===== config.mk =====
export PLATFORM = sky130hd
export DESIGN_NAME = mc_controller
export DESIGN_NICKNAME = d
export VERILOG_FILES = /design/src/rtl/mc_pkg.sv /design/src/rtl/mc_controller_decode.sv /design/src/rtl/mc_controller.sv
export SDC_FILE = /design/constraint.sdc
export NUM_CORES = 1
export LEC_CHECK = 0
export BUFFER_PORTS_ARGS = -buffer_cell sky130_fd_sc_hd__buf_2
export CAP_MARGIN = 0
export CORE_MARGIN = 4
export CORE_UTILIZATION = 55
export CTS_CLUSTER_SIZE = 40
export DETAILED_ROUTE_END_ITERATION = 16
export GPL_TIMING_DRIVEN = 1
export PLACE_DENSITY = 0.87
export SYNTH_ARGS = -nofsm -noshare
export SYNTH_HDL_FRONTEND = slang
export SYNTH_SLANG_ARGS = --single-unit

===== constraint.sdc =====
create_clock -name clk -period 6.1 [get_ports clk]
set_input_delay 1.22 -clock clk [delete_from_list [all_inputs] [get_ports clk]]
set_output_delay 1.22 -clock clk [all_outputs]
set_load 0.1 [all_outputs]

===== src/rtl/mc_pkg.sv =====
// Shared encodings for the multicycle MIPS-subset controller: FSM states,
// ALU codes, opcode/funct values, mux selects and the packed control bundle.
package mc_pkg;

    localparam logic [3:0] S_FETCH    = 4'd0;
    localparam logic [3:0] S_DECODE   = 4'd1;
    localparam logic [3:0] S_EXEC_R   = 4'd2;
    localparam logic [3:0] S_EXEC_I   = 4'd3;
    localparam logic [3:0] S_MEM_ADDR = 4'd4;
    localparam logic [3:0] S_MEM_RD   = 4'd5;
    localparam logic [3:0] S_MEM_WR   = 4'd6;
    localparam logic [3:0] S_WB_ALU   = 4'd7;
    localparam logic [3:0] S_WB_MEM   = 4'd8;
    localparam logic [3:0] S_BRANCH   = 4'd9;
    localparam logic [3:0] S_JUMP     = 4'd10;

    localparam logic [4:0] ALU_ADD = 5'd0;
    localparam logic [4:0] ALU_SUB = 5'd1;
    localparam logic [4:0] ALU_OR  = 5'd2;
    localparam logic [4:0] ALU_LUI = 5'd3;
    localparam logic [4:0] ALU_SLL = 5'd4;

    localparam logic [5:0] OP_RTYPE = 6'h00;
    localparam logic [5:0] OP_J     = 6'h02;
    localparam logic [5:0] OP_JAL   = 6'h03;
    localparam logic [5:0] OP_BEQ   = 6'h04;
    localparam logic [5:0] OP_ORI   = 6'h0D;
    localparam logic [5:0] OP_LUI   = 6'h0F;
    localparam logic [5:0] OP_LW    = 6'h23;
    localparam logic [5:0] OP_SW    = 6'h2B;

    localparam logic [5:0] FN_SLL  = 6'h00;
    localparam logic [5:0] FN_JR   = 6'h08;
    localparam logic [5:0] FN_ADDU = 6'h21;
    localparam logic [5:0] FN_SUBU = 6'h23;

    localparam logic [1:0] ASA_PC     = 2'd0;
    localparam logic [1:0] ASA_RDATA1 = 2'd1;
    localparam logic [1:0] ASA_SHAMT  = 2'd2;
    localparam logic [1:0] ASB_RDATA2 = 2'd0;
    localparam logic [1:0] ASB_FOUR   = 2'd1;
    localparam logic [1:0] ASB_IMM    = 2'd2;
    localparam logic [1:0] ASB_IMMSH2 = 2'd3;
    localparam logic [1:0] RD_RT      = 2'd0;
    localparam logic [1:0] RD_RD      = 2'd1;
    localparam logic [1:0] RD_RA      = 2'd2;
    localparam logic [1:0] M2R_ALUOUT = 2'd0;
    localparam logic [1:0] M2R_MDR    = 2'd1;
    localparam logic [1:0] M2R_PC     = 2'd2;
    localparam logic [1:0] PCS_ALU    = 2'd0;
    localparam logic [1:0] PCS_ALUOUT = 2'd1;
    localparam logic [1:0] PCS_JUMP   = 2'd2;
    localparam logic [1:0] PCS_RDATA1 = 2'd3;
    localparam logic [1:0] EXT_ZERO   = 2'd0;
    localparam logic [1:0] EXT_SIGN   = 2'd1;
    localparam logic [1:0] EXT_UPPER  = 2'd2;

    typedef struct packed {
        logic       pc_write;
        logic       ir_write;
        logic       reg_write;
        logic       mem_read;
        logic       mem_write;
        logic [1:0] alu_src_a;
        logic [1:0] alu_src_b;
        logic [4:0] alu_ctrl;
        logic [1:0] reg_dst;
        logic [1:0] mem_to_reg;
        logic [1:0] pc_src;
        logic [1:0] ext_op;
    } ctrl_t;

    // Unrecognised encodings fall back to FETCH and retire as a NOP.
    function automatic logic [3:0] decode_next(input logic [5:0] op, input logic [5:0] fn);
        logic [3:0] nxt;
        nxt = S_FETCH;
        case (op)
            OP_RTYPE: begin
                case (fn)
                    FN_ADDU, FN_SUBU, FN_SLL: nxt = S_EXEC_R;
                    FN_JR:                    nxt = S_JUMP;
                    default:                  nxt = S_FETCH;
                endcase
            end
            OP_ORI, OP_LUI: nxt = S_EXEC_I;
            OP_LW, OP_SW:   nxt = S_MEM_ADDR;
            OP_BEQ:         nxt = S_BRANCH;
            OP_J, OP_JAL:   nxt = S_JUMP;
            default:        nxt = S_FETCH;
        endcase
        return nxt;
    endfunction

endpackage


===== src/rtl/mc_controller_decode.sv =====
// Moore output decode: maps (state, latched opcode/funct) to datapath controls.
// Only BRANCH looks at a live input (zero) to qualify its PC write.
module mc_decode
    import mc_pkg::*;
(
    input  logic [3:0] state,
    input  logic [5:0] op_q,
    input  logic [5:0] funct_q,
    input  logic       zero,
    output ctrl_t      ctrl
);

    logic is_rtype_s;
    assign is_rtype_s = (op_q == OP_RTYPE);

    // Per-state control decode; every field not driven below stays zero.
    always_comb begin
        ctrl = '0;
        case (state)
            S_FETCH: begin
                ctrl.ir_write  = 1'b1;
                ctrl.pc_write  = 1'b1;
                ctrl.alu_src_a = ASA_PC;
                ctrl.alu_src_b = ASB_FOUR;
                ctrl.alu_ctrl  = ALU_ADD;
                ctrl.pc_src    = PCS_ALU;
            end
            S_DECODE: begin
                ctrl.alu_src_a = ASA_PC;
                ctrl.alu_src_b = ASB_IMMSH2;
                ctrl.ext_op    = EXT_SIGN;
                ctrl.alu_ctrl  = ALU_ADD;
            end
            S_EXEC_R: begin
                ctrl.alu_src_a = (funct_q == FN_SLL) ? ASA_SHAMT : ASA_RDATA1;
                ctrl.alu_src_b = ASB_RDATA2;
                if (funct_q == FN_SLL) begin
                    ctrl.alu_ctrl = ALU_SLL;
                end else if (funct_q == FN_SUBU) begin
                    ctrl.alu_ctrl = ALU_SUB;
                end else begin
                    ctrl.alu_ctrl = ALU_ADD;
                end
            end
            S_EXEC_I: begin
                ctrl.alu_src_a = ASA_RDATA1;
                ctrl.alu_src_b = ASB_IMM;
                ctrl.ext_op    = (op_q == OP_LUI) ? EXT_UPPER : EXT_ZERO;
                ctrl.alu_ctrl  = (op_q == OP_LUI) ? ALU_LUI : ALU_OR;
            end
            S_WB_ALU: begin
                ctrl.reg_write  = 1'b1;
                ctrl.reg_dst    = is_rtype_s ? RD_RD : RD_RT;
                ctrl.mem_to_reg = M2R_ALUOUT;
            end
            S_MEM_ADDR: begin
                ctrl.alu_src_a = ASA_RDATA1;
                ctrl.alu_src_b = ASB_IMM;
                ctrl.ext_op    = EXT_SIGN;
                ctrl.alu_ctrl  = ALU_ADD;
            end
            S_MEM_RD: ctrl.mem_read  = 1'b1;
            S_MEM_WR: ctrl.mem_write = 1'b1;
            S_WB_MEM: begin
                ctrl.reg_write  = 1'b1;
                ctrl.reg_dst    = RD_RT;
                ctrl.mem_to_reg = M2R_MDR;
            end
            S_BRANCH: begin
                ctrl.alu_src_a = ASA_RDATA1;
                ctrl.alu_src_b = ASB_RDATA2;
                ctrl.alu_ctrl  = ALU_SUB;
                ctrl.pc_src    = PCS_ALUOUT;
                ctrl.pc_write  = zero;
            end
            S_JUMP: begin
                ctrl.pc_write = 1'b1;
                ctrl.pc_src   = (is_rtype_s && funct_q == FN_JR) ? PCS_RDATA1 : PCS_JUMP;
                if (op_q == OP_JAL) begin
                    ctrl.reg_write  = 1'b1;
                    ctrl.reg_dst    = RD_RA;
                    ctrl.mem_to_reg = M2R_PC;
                end else begin
                    ctrl.reg_write  = 1'b0;
                end
            end
            default: ctrl = '0;
        endcase
    end

endmodule


===== src/rtl/mc_controller.sv =====
// Multicycle controller top: state register, instruction-field latches and the
// retired-instruction counter; output decode lives in mc_decode.
module mc_controller
    import mc_pkg::*;
(
    input  logic        clk,
    input  logic        reset,
    input  logic [5:0]  opcode,
    input  logic [5:0]  funct,
    input  logic        zero,
    input  logic        dmem_ready,
    output logic        pc_write,
    output logic        ir_write,
    output logic        reg_write,
    output logic        mem_read,
    output logic        mem_write,
    output logic [1:0]  alu_src_a,
    output logic [1:0]  alu_src_b,
    output logic [4:0]  alu_ctrl,
    output logic [1:0]  reg_dst,
    output logic [1:0]  mem_to_reg,
    output logic [1:0]  pc_src,
    output logic [1:0]  ext_op,
    output logic [3:0]  state,
    output logic [31:0] retired
);

    logic [3:0]  state_r;
    logic [3:0]  next_state_s;
    logic [5:0]  op_q;
    logic [5:0]  funct_q;
    logic [31:0] retired_r;
    logic        retire_s;
    ctrl_t       ctrl_s;

    // Next-state selection; memory states hold until the data memory reports done.
    always_comb begin
        next_state_s = S_FETCH;
        case (state_r)
            S_FETCH:            next_state_s = S_DECODE;
            S_DECODE:           next_state_s = decode_next(op_q, funct_q);
            S_EXEC_R, S_EXEC_I: next_state_s = S_WB_ALU;
            S_MEM_ADDR:         next_state_s = (op_q == OP_LW) ? S_MEM_RD : S_MEM_WR;
            S_MEM_RD:           next_state_s = dmem_ready ? S_WB_MEM : S_MEM_RD;
            S_MEM_WR:           next_state_s = dmem_ready ? S_FETCH : S_MEM_WR;
            default:            next_state_s = S_FETCH;
        endcase
    end

    assign retire_s = (state_r != S_FETCH) && (next_state_s == S_FETCH);

    // State, instruction-field latches (captured leaving FETCH) and retire counter.
    always_ff @(posedge clk or posedge reset) begin
        if (reset) begin
            state_r   <= S_FETCH;
            op_q      <= 6'd0;
            funct_q   <= 6'd0;
            retired_r <= 32'd0;
        end else begin
            state_r <= next_state_s;
            if (state_r == S_FETCH) begin
                op_q    <= opcode;
                funct_q <= funct;
            end
            if (retire_s) begin
                retired_r <= retired_r + 32'd1;
            end
        end
    end

    mc_decode u_decode (
        .state   (state_r),
        .op_q    (op_q),
        .funct_q (funct_q),
        .zero    (zero),
        .ctrl    (ctrl_s)
    );

    assign pc_write   = ctrl_s.pc_write;
    assign ir_write   = ctrl_s.ir_write;
    assign reg_write  = ctrl_s.reg_write;
    assign mem_read   = ctrl_s.mem_read;
    assign mem_write  = ctrl_s.mem_write;
    assign alu_src_a  = ctrl_s.alu_src_a;
    assign alu_src_b  = ctrl_s.alu_src_b;
    assign alu_ctrl   = ctrl_s.alu_ctrl;
    assign reg_dst    = ctrl_s.reg_dst;
    assign mem_to_reg = ctrl_s.mem_to_reg;
    assign pc_src     = ctrl_s.pc_src;
    assign ext_op     = ctrl_s.ext_op;
    assign state      = state_r;
    assign retired    = retired_r;

endmodule

# After elaboration in Yosys (flattened, before gate mapping)
# Cells that the tools add are included.
# classes
muxes	24
reduce_logical	15
eq_ne	20
addsub	1
# op_table
op	n
one-hot mux 9 bit (6 select lines)	1
adder 32 x 1 -> 32 bit, second input constant	1
equality test 6 bit, second input constant	4
one-hot mux 4 bit (6 select lines)	1
one-hot mux 4 bit (5 select lines)	1
equality test 6 x 4 -> 1 bit, second input constant	3
equality test 4 x 3 -> 1 bit, second input constant	4
OR reduction 2 bit	7
equality test 4 bit, second input constant	3
equality test 6 x 2 -> 1 bit, second input constant	2
zero test 6 bit	2
one-hot mux 4 bit (3 select lines)	1
equality test 4 x 2 -> 1 bit, second input constant	2
zero test 4 bit	2
two-way mux 1 bit	8
two-way mux 4 bit	2
one-hot mux 2 bit (2 select lines)	2
one-hot mux 4 bit (2 select lines)	1
equality test 6 x 3 -> 1 bit, second input constant	1
two-way mux 2 bit	3
two-way mux 3 bit	2
equality test 4 x 1 -> 1 bit, second input constant	1
one-hot mux 1 bit (2 select lines)	2
nonzero test 4 bit	1
other kinds (2)	3
# word_totals
wordCells	64
regBits	48
input_bits	16
output_inout_bits	58

# Depth between registers and ports, before layout
# depth
depth_word	7
mapped_depth	9
ltp_nobuf	6

# Hierarchy
# A second synthesis with hierarchy kept.
# hier_totals
hier_cells	263
area_unflattened_um2	2692.6
# modules_own_cells
mod	seq_area_each_um2	area_each_um2	n_inst	cells_each
mc_controller	1201.2	2339.7	1	204
mc_decode	0.0	352.8	1	59

# Worst setup path before layout
# Ideal clock, no wire load.
# synth_path
path_type	register to output
from	register state_r[1] (netlist: state[1])
to	output port reg_write
path_stages_with_launch	5
arrival_ns	5.204
n_path_buf	1
required_time_ns	4.880
slack_ns	-0.324
cell_sequence	dfrtp_1 > clkbuf_1 > nand2b_1 > nor4_1 > or3b_2
# synth_between
elab_chain_cells	3
elab_cells_between_ends	5
cone_classes	3 x eq/ne; 1 x mux; 1 x reduce/logical
# synth_rtl
item	line	rtl
from (decl)	mc_controller.sv:28	logic [3:0] state_r;
from (signal assigned)	mc_controller.sv:60	state_r <= next_state_s;
equality test 4 x 3 -> 1 bit or equality test 4 bit (tied branches)	mc_controller_decode.sv:19	case (state)
OR reduction 2 bit (no line)	--	
one-hot mux 1 bit (2 select lines) *	mc_controller_decode.sv:19	
to (decl)	mc_controller.sv:14	output logic reg_write,
# Mark *: on every way between the ends. The rest lies on a longest branch, timed or not.

# Worst setup path after layout
# layout_path
from	register op_q[3]
to	output port reg_write
# layout_between
elab_chain_cells	3
# layout_rtl
item	line	rtl
from (decl)	mc_controller.sv:30	logic [5:0] op_q;
from (signal assigned)	mc_controller.sv:62	op_q <= opcode;
equality test 6 x 2 -> 1 bit	mc_controller_decode.sv:79	if (op_q == OP_JAL) begin
two-way mux 1 bit	mc_controller_decode.sv:79	
one-hot mux 1 bit (2 select lines)	mc_controller_decode.sv:19	
# Every way passes these cells.

==> flow_summary.json <==
{
  "tightest_slew_ns": 0.952,
  "cp-startpoint": "op_q[3]$_DFFE_PP0P_",
  "hold-path-endpoint": "retired[31]$_DFFE_PP0P_",
  "grt_pass1_wl_um": 9720,
  "drive_gt1_share_pct": 32.1,
  "met1_length_um": 2440,
  "max-cap-violations": 0,
  "post-place-ws_ns": 2.77,
  "synth_seq_cells": 48,
  "slew_viol_final": 0,
  "gp_congestion": 0.848,
  "syn_inst": 271,
  "seqPwrFrac_pct": 31.5,
  "relSlewSlack_pct": 36.4,
  "grt_pass1_vias": 2082,
  "switching_share_pct": 57.7,
  "status": "finished, final reports clean",
  "critPathLaunchType": "register",
  "io_pins": 74,
  "placed_cell_area_um2": 3060,
  "cts_made_buffers": 5,
  "final_design_area_no_fill_um2": 3150,
  "fillers": 405,
  "arrival_ns": 2.38,
  "drtIter0Drc": 67,
  "insertion_delay_ns": 0.30,
  "synth_area_per_cell_um2": 10.0,
  "antenna_found_initial": 0,
  "synth_xor_area_share_pct": 9.98,
  "synth_mux_area_share_pct": 6.21,
  "ctsLongestPathBuffers": 2,
  "fmax_mhz": 278,
  "syn-cell-area_um2": 2720,
  "nets": 349,
  "drt-total-wl_um": 5710,
  "async_flop_share_pct": 100,
  "portBuffers": 71,
  "area_delta_synth_final_pct": 15.8,
  "final_core_util_pct": 66.3,
  "hold_violations": 0,
  "path_max_fanout": 8,
  "post_cts_buffers": 0,
  "r2r-end": "retired[10]$_DFFE_PP0P_",
  "p_sw_mw": 0.956,
  "stdcell_count": 400,
  "die-area_um2": 6140,
  "die_h_um": 78.3,
  "rr_worst_depth": 6,
  "crit_type": "reg2out",
  "yosysSeqAreaShare_pct": 44.1,
  "start_util_pct": 57.2,
  "yosysUniqueCellTypes": 53,
  "setup_slack_ns": 2.50,
  "overflow": 0,
  "core_area_um2": 4750,
  "die_w_um": 78.3,
  "worst_clock_skew_ns": 0.00550,
  "placed_cells": 392,
  "ctsHtreeMaxLevel": 2,
  "pwr-share-comb_pct": 56.8,
  "first_pass_iters": 4,
  "final_antenna_net_count": 0,
  "period_share_pct": 59.1,
  "post_drt_wl_per_cell_um": 14.3,
  "multi_input_comb_area_um2": 1380,
  "synth_top_family_by_area": "simple AND/OR/NAND/NOR gates",
  "endpoint_kind": "output pin",
  "rr_startpoint": "state[0]$_DFF_PP0_",
  "internal-power_mw": 0.700,
  "synth-simple-area-share_pct": 26.9,
  "worstHoldStart": "retired[31]$_DFFE_PP0P_",
  "fin_tns_setup_ns": 0,
  "cts_resized": 0,
  "synth-edff-count": 0,
  "regToRegSetupSlack_ns": 3.52,
  "vias": 2207,
  "via_per_inst": 5.52,
  "leakage_nw": 1.60,
  "clk_pin_slew_ns": 0.08,
  "powerDensity_nw_per_um2": 526,
  "synth_warnings": 0,
  "cts_hold_buffers": 0,
  "ir_drop_v": 0.000548,
  "synthAdderAreaFrac_pct": 0.828,
  "synth_compound_area_share_pct": 6.11,
  "min_path_cells": 1,
  "cts_root_buf": "clkbuf_8",
  "seqCellArea_um2": 1200,
  "dpl.hpwl_um": 4190,
  "drc_errors": 0,
  "top_layer": "met4",
  "track_usage_pct": 19.6,
  "wl_met2_um": 2870,
  "cts_sinks": 48,
  "clkPwrFrac_pct": 11.7,
  "holdCritPathClass": "reg2reg",
  "antenna_cells": 0,
  "dr_wl_met3_um": 332,
  "num_rows": 25,
  "period_needed_ns": 3.60,
  "synthFlopType": "dfrtp_1",
  "cts_tree": "built",
  "grt_max_degree": 49,
  "setup_viol_count_final": 0,
  "rsz0062_at_grt": "no",
  "crit_required_ns": 4.88
}
power groups by stage:
stage	clock [mW]	combinational (mW)	sequential, mW
floorplan	0	0.707	0.648
global placement	0	0.933	0.521
detailed placement	0	0.945	0.527
CTS	0.201	0.946	0.520
global route	0.218	0.989	0.544
finish	0.193	0.941	0.521
through the flow:
stage,power (mW),hold slack [ns]
6_report,1.66,0.474
5_1_grt,1.75,0.501
4_1_cts,1.67,0.476
3_5_place_dp,1.47,0.460
3_3_place_gp,1.45,0.456
2_1_floorplan,1.36,0.505
cell usage in the layout (no fill, tap or decap), types with 4 or more instances in the layout:
cell	synthesis	final
and4_1	5	5
nand3_1	15	15
inv_1	7	6
clkbuf_8	0	6
nand4_1	5	5
nand2b_1	4	4
xnor2_1	4	4
nor2_1	20	20
dfrtp_1	48	48
nand2_1	23	23
buf_2	3	71
mux2_2	14	14
o21ai_0	4	4
nor3_1	21	21
xor2_1	27	27
nor4_1	7	5
and3_1	4	4
cell usage after synthesis, types with 2 or more instances:
library cell / n / area share [%]
dfrtp_1: 48 / 44
xor2_1: 27 / 8.7
nand2_1: 23 / 3.2
nor3_1: 21 / 3.9
nor2_1: 20 / 2.8
nand3_1: 15 / 2.8
mux2_2: 14 / 5.8
buf_4: 8 / 2.2
inv_1: 7 / 0.97
nor4_1: 7 / 1.6
and4_1: 5 / 1.6
nand4_1: 5 / 1.1
and3_1: 4 / 0.92
nand2b_1: 4 / 0.92
o21ai_0: 4 / 0.74
xnor2_1: 4 / 1.3
a21oi_1: 3 / 0.55
buf_2: 3 / 0.55
buf_6: 3 / 1.2
clkbuf_1: 3 / 0.41
nor3b_1: 3 / 0.83
or3_1: 3 / 0.69
and2_1: 2 / 0.46
buf_1: 2 / 0.28
nor2b_1: 2 / 0.46
nor3b_2: 2 / 0.92
nor4_4: 2 / 1.6
nor4b_1: 2 / 0.64
how the worst max path moves through the flow:
stage	to	slack [ns]	depth (start not counted)
2_1_floorplan	ext_op[1]	0.46	4
3_3_place_gp	pc_write	2.80	6
3_5_place_dp	pc_write	2.77	6
4_1_cts	reg_write	2.47	5
5_1_grt	alu_ctrl[0]	2.36	6
6_report	reg_write	2.50	5
routing by layer:
| layer | track usage (%) | vias to the layer above |
|---|---|---|
| met3 | 4.24 | 7 |
| met4 | 5.59 | 0 |
| met2 | 33.4 | 62 |
| li1 | - | 1073 |
| met5 | 0 | - |
| met1 | 25.2 | 1065 |
cells by family (layout without fill, tap and decap cells):
group           after synthesis  after routing
simple gates                127            127
flops                        48             48
xor+xnor                     31             31
buf+inv                      26             87
compound gates               21             21
mux                          15             15
fa+ha+maj                     2              2
other cells                   1              2
critical path: stages (launching register included):
cell,delay (ns)
dfrtp_1,0.45
or3_1,0.39
or2_2,0.32
nor4_2,0.33
or3b_2,0.18
buf_2,0.42
registers in the layout, indices dropped and copies added (netlist names):
register,cells
state,4
retired,32
funct_q,6
op_q,6
cell type report:
cell class	count	share of cell area [%]
Clock buffer	7	2.74
Timing Repair Buffer	72	11.5
Sequential cell	48	38.1
Inverter	7	0.834
Clock inverter	1	0.238
Multi-Input combinational cell	198	43.9
Tap cell	67	2.66
Note: power is estimated with default switching activity, not from simulation.
